===== config.mk =====
export PLATFORM = sky130hd
export DESIGN_NAME = riscv_regfile
export DESIGN_NICKNAME = d
export VERILOG_FILES = /design/src/rtl/riscv_pkg.sv /design/src/rtl/regfile_read_port.sv /design/src/rtl/riscv_regfile.sv
export SDC_FILE = /design/constraint.sdc
export NUM_CORES = 2
export LEC_CHECK = 0
export ABC_AREA = 0
export BUFFER_PORTS_ARGS = -buffer_cell sky130_fd_sc_hd__buf_2
export CAP_MARGIN = 20
export CORE_ASPECT_RATIO = 1.25
export CORE_MARGIN = 3
export CORE_UTILIZATION = 60
export CTS_CLUSTER_DIAMETER = 100
export DETAILED_ROUTE_END_ITERATION = 12
export PLACE_DENSITY_LB_ADDON = 0.15
export SLEW_MARGIN = 20
export SYNTH_ARGS = -nofsm -noshare
export SYNTH_HDL_FRONTEND = slang
export SYNTH_SLANG_ARGS = --single-unit

===== constraint.sdc =====
create_clock -name clk -period 2.6 [get_ports clk]
set_input_delay 0.26 -clock clk [delete_from_list [all_inputs] [get_ports clk]]
set_output_delay 0.26 -clock clk [all_outputs]
set_load 0.02 [all_outputs]

===== src/rtl/riscv_pkg.sv =====
// Shared core constants: datapath width, register addressing and shifter shamt width.
package riscv_pkg;
    localparam int XLEN    = 32;
    localparam int REG_AW  = 5;
    localparam int REG_N   = 1 << REG_AW;
    localparam int SHAMT_W = 5;
    localparam logic [REG_AW-1:0] REG_X0 = 5'd0;
endpackage


===== src/rtl/regfile_read_port.sv =====
// One combinational register-file read port: x0 masking, reset masking and optional
// same-cycle write bypass. Zero latency; no backpressure.
module regfile_read_port #(
    parameter int XLEN   = 32,
    parameter int NREG   = 32,
    parameter int AW     = 5,
    parameter bit BYPASS = 1'b1
) (
    input  logic            en_i,
    input  logic [AW-1:0]   addr_i,
    input  logic [XLEN-1:0] regs_i [NREG],
    input  logic            we_i,
    input  logic [AW-1:0]   wr_addr_i,
    input  logic [XLEN-1:0] wr_data_i,
    output logic [XLEN-1:0] data_o
);
    logic hit;

    generate
        if (BYPASS) begin : g_byp
            // addr_i != 0 is checked below, so a hit already implies a non-x0 write
            assign hit = we_i && (wr_addr_i == addr_i);
        end else begin : g_nobyp
            logic unused_wr;
            assign unused_wr = ^{we_i, wr_addr_i, wr_data_i};
            assign hit       = 1'b0;
        end
    endgenerate

    always_comb begin
        data_o = '0;
        if (en_i && (addr_i != '0)) begin
            data_o = hit ? wr_data_i : regs_i[addr_i];
        end
    end
endmodule


===== src/rtl/riscv_regfile.sv =====
// Integer register file: two combinational read ports, one synchronous write port,
// optional write-to-read bypass, an unbypassed debug port and a saturating write counter.
module riscv_regfile
    import riscv_pkg::*;
#(
    parameter int XLEN   = riscv_pkg::XLEN,
    parameter int NREG   = riscv_pkg::REG_N,
    parameter int AW     = riscv_pkg::REG_AW,
    parameter bit BYPASS = 1'b1
) (
    input  logic            clk,
    input  logic            rst_n,
    input  logic [AW-1:0]   rs1_addr,
    output logic [XLEN-1:0] rs1_data,
    input  logic [AW-1:0]   rs2_addr,
    output logic [XLEN-1:0] rs2_data,
    input  logic            we,
    input  logic [AW-1:0]   rd_addr,
    input  logic [XLEN-1:0] rd_data,
    input  logic [AW-1:0]   dbg_addr,
    output logic [XLEN-1:0] dbg_data,
    output logic [15:0]     wr_count
);
    logic [XLEN-1:0] regs_q [1:NREG-1];
    logic [XLEN-1:0] rd_view [NREG];
    logic [15:0]     wr_count_q, wr_count_d;
    logic            wr_commit;

    assign wr_commit = we && (rd_addr != AW'(REG_X0));

    // x0 has no storage; entry 0 of the read view is a hard zero
    always_comb begin
        rd_view[0] = '0;
        for (int i = 1; i < NREG; i++) begin
            rd_view[i] = regs_q[i];
        end
    end

    always_ff @(posedge clk or negedge rst_n) begin
        if (!rst_n) begin
            for (int i = 1; i < NREG; i++) begin
                regs_q[i] <= '0;
            end
        end else if (wr_commit) begin
            regs_q[rd_addr] <= rd_data;
        end
    end

    always_comb begin
        wr_count_d = wr_count_q;
        if (wr_commit && (wr_count_q != 16'hFFFF)) begin
            wr_count_d = wr_count_q + 16'd1;
        end
    end

    always_ff @(posedge clk or negedge rst_n) begin
        if (!rst_n) begin
            wr_count_q <= '0;
        end else begin
            wr_count_q <= wr_count_d;
        end
    end

    assign wr_count = wr_count_q;

    regfile_read_port #(.XLEN(XLEN), .NREG(NREG), .AW(AW), .BYPASS(BYPASS)) u_rs1 (
        .en_i(rst_n), .addr_i(rs1_addr), .regs_i(rd_view),
        .we_i(we), .wr_addr_i(rd_addr), .wr_data_i(rd_data), .data_o(rs1_data)
    );

    regfile_read_port #(.XLEN(XLEN), .NREG(NREG), .AW(AW), .BYPASS(BYPASS)) u_rs2 (
        .en_i(rst_n), .addr_i(rs2_addr), .regs_i(rd_view),
        .we_i(we), .wr_addr_i(rd_addr), .wr_data_i(rd_data), .data_o(rs2_data)
    );

    regfile_read_port #(.XLEN(XLEN), .NREG(NREG), .AW(AW), .BYPASS(1'b0)) u_dbg (
        .en_i(rst_n), .addr_i(dbg_addr), .regs_i(rd_view),
        .we_i(we), .wr_addr_i(rd_addr), .wr_data_i(rd_data), .data_o(dbg_data)
    );
endmodule


==> results.md <==
- Violated checks: negative setup slack
- Post-Synth XOR/XNOR Area: 0.00339
- Die height: approximately 370 µm
- CP cell instances: mux4_2 -> a22o_1 -> a221oi_2 -> o211ai_1 -> a22o_4 -> buf_6
- Synthesis-to-finish area growth: 20.2%
- Sequential share of power: 0.412
- Pre-antenna DRT Iters: 7
- DR vias: about 48000
- R2r worst-path depth: 7
- Initial antenna violation count: 8
- Fill cells: 6577
- Worst Hold Class: in2reg
- Final setup TNS: -16.85 ns
- Total clock buffers created by CTS: 107
- Antenna Nets Post-Route: 0
- Slew headroom: 0.200
- FMAX: 334 MHz
- Final Hold Viols: 0
- Total track usage: 0.441
- Post-synth top flop: dfrtp_1
- Sw Share: 0.301
- Slowest CP cell: mux4_2
- Yosys cell types: 61
- P_int: around 37 mW
- Most common cell after layout, fill and taps aside: mux2_2
- Outcome: complete, but fails checks
- Root buffer cell: clkbuf_16
- Reg-to-reg critical path endpoint: wr_count[10]
- Non-Filler Instances: 6129
- Post-Syn Area: ~62000 µm²
- Routed WL: 236 mm
- Final Cycle Share: 1.15
- Post-synthesis sequential area ratio: 0.406
- Port Buffers: roughly 170
- Clock Tree Buf Depth: 3
- Largest family of logic cells by synthesized area: multiplexers
- Syn_nets: around 4400
- Critical path peak fanout: 4
- Syn Inst Count: 4296
- Final setup viols: 94
- Most frequent cells in the layout: mux2_2 (1077), dfrtp_1 (1005), mux4_2 (659), buf_4 (461), mux2i_1 (180)
- Leakage: 32.0 nW
- Starting Density: 0.607
- FF+latch count, synth: slightly above 1000
- Placed insts: 5777
- CP Data Required Time: 2.34 ns
- Max-cap check violation count: 0
- Drt drc: 0
- RePlAce Congestion: 0.934
- PD cells: about 710 nW/µm²
- Worst hold margin: 0.0247 ns
- Ys async rst share: 1.00
- CP Data Arrival Time: about 2.7 ns
- CTS tree: done
- Via density: 7.80
- Worst Clk Skew: 0.00690 ns
- Final net count: about 4800
- Mux contribution to synthesized area: 0.466
- Layout cell share with drive strength beyond 1: 0.611
- Vias in the first global route: around 50000
- Site Rows: 131
- Peak supply drop: 610 µV
- Synthesized area per cell: 14.5 µm²
- Hold depth: 2
- Crit path kind: reg2out
- Clock period minus worst slack: 2.99 ns
- H-tree level count: 3
- HP Start: rd_data[5]
- Full die area: 107000 µm²
- RSZ-0062 raised after global routing: yes
- Area leader, netlist: dfrtp_1
- Io pins: around 170
- DR iter-0 viols: 6425
- Dpl cell area: 68000 µm²
- Global route overflow: 0
- Worst-Margin Slew: 1.20 ns
- Hpwl dp: 146 mm
- Worst Setup End Kind: output port
- Sw Pwr: 16.0 mW
- Die W: 294 µm
- Synth area leaders: dfrtp_1 (41%), mux4_2 (24%), mux2_2 (20%), mux2i_1 (3.1%), clkbuf_1 (1.5%)
- Final non-filler cell area: approximately 75000 µm²
- CP peak stage delay: 0.49 ns
- WHS Endpoint: rd_view[869]
- Pin count of the biggest net entering global routing: 128
- Post-synthesis adder-cell area fraction: 0.000202
- R2R Setup Slk: 0.68 ns
- Simple-gate share of the synthesized area: 0.0227
- Clock slew at reported path FFs: approximately 0.060 ns
- FF-to-FF Start: wr_count[0]
- Sink Count: 1008
- Synth Warn #: 0
- Power share of the clock group: 0.312
- Synth top area share: 0.406
- Skew-Pair Late Insertion Delay: 0.73 ns
- Final WS setup: -0.392 ns
- Combinational share of power: 0.276
- Post-synth EDFFs: 0
- First-pass GRT wire length: 339 mm
- Core area: 102000 µm²
- Crit start category: register
- Synth Area in Compound Gates: 0.0652
- Wire per inst: 38.5 µm
- Final slew viol count: 0
## power by group through the flow
stage	Combinational [mW]	Sequential (mW)	Clock, mW
final	14.7	21.9	16.6
after CTS	14.2	21.7	16.7
after floorplan	9.53	21.0	0
after global routing	15.4	22.2	17.3
after detailed placement	13.0	22.0	0
after global placement	12.7	21.8	0
## worst max path at each step
| stage | startpoint | end | slack, ns | cells past startpoint |
|---|---|---|---|---|
| 3_5_place_dp | rs2_addr[4] | rs2_data[24] | -0.19 | 9 |
| 5_1_grt | rd_view[514] | rs1_data[2] | -0.41 | 6 |
| 3_3_place_gp | rs2_addr[4] | rs2_data[24] | -0.24 | 9 |
| 6_report | rd_view[2] | rs1_data[2] | -0.39 | 6 |
| 4_1_cts | rd_view[2] | rs1_data[2] | -0.43 | 6 |
| 2_1_floorplan | rs1_addr[1] | rs1_data[30] | 0.12 | 7 |
## state kept, by name, indices dropped and copies added, names as in the netlist
signal    count
wr_count     16
rd_view     992
## stage by stage
step                total power [mW]  utilization  setup slack [ns]
floorplan                       30.5            -             0.121
global placement                34.5        0.664            -0.236
detailed placement              35.0        0.664            -0.191
CTS                             52.5        0.723            -0.426
global route                    55.0        0.729            -0.408
finish                          53.2        0.729            -0.392
## critical path, delay by kind of cell, from the launching register on
family                 cells  cell delay [ns]
muxes                      1             0.49
buffers and inverters      1             0.14
AOI/OAI and AO/OA          4             0.96
DFF                        1             0.42
## logic make-up after synthesis
family,count (synthesis)
DFF,1008
buffers and inverters,499
muxes,1934
xor gates and xnor gates,24
adders and majority gates,1
and+or+nand+nor,305
AOI/OAI and AO/OA,525
## synthesized netlist by cell type, drive strengths merged, types with 8 or more instances
| library cell | instances |
|---|---|
| o311ai | 25 |
| o41ai | 9 |
| a22o | 77 |
| dfrtp | 1008 |
| a31oi | 10 |
| mux2 | 1082 |
| a221oi | 49 |
| nor3 | 9 |
| nor2 | 87 |
| mux4 | 659 |
| clkbuf | 244 |
| a32o | 32 |
| o22ai | 51 |
| a211oi | 11 |
| buf | 247 |
| a221o | 14 |
| inv | 8 |
| xnor2 | 15 |
| a2bb2oi | 8 |
| nand4 | 8 |
| a21oi | 39 |
| a41oi | 18 |
| a22oi | 93 |
| xor2 | 9 |
| nand3 | 31 |
| o21ai | 42 |
| nand2 | 106 |
| mux2i | 193 |
| o211ai | 25 |
| nor2b | 20 |
## cell type report
cell class | count | area, µm² | share of cell area
multi-input combinational | 2789 | 36000 | 0.482
sequential | 1008 | 25200 | 0.338
timing repair buffer | 787 | 7910 | 0.106
clock buffer | 146 | 3110 | 0.0417
tap | 1330 | 1660 | 0.0223
clock inverter | 52 | 656 | 0.00879
inverter | 8 | 30.0 | 0.000403
antenna | 9 | 22.5 | 0.000302
## per-layer routing
metal  wire [µm]  global-route usage  vias to the layer above  share of wire
met5           0                   0                        -              0
met4       19900               0.310                        0          0.084
met1       81000               0.562                    24800           0.34
li1            -                   -                    18000              -
met3       31200               0.136                     1034           0.13
met2      104000               0.648                     3969           0.44
## timing repair
item / CTS / global route
hold buffers: 19 / 0
endpoints found under the setup margin: 96 / 96
setup buffers: 104 / 36
gates cloned: 0 / 0
gates resized for setup: 348 / 75
pin swaps: 140 / 90
hold endpoints to repair: 435 / 0
(Power assumes the default switching activity.)
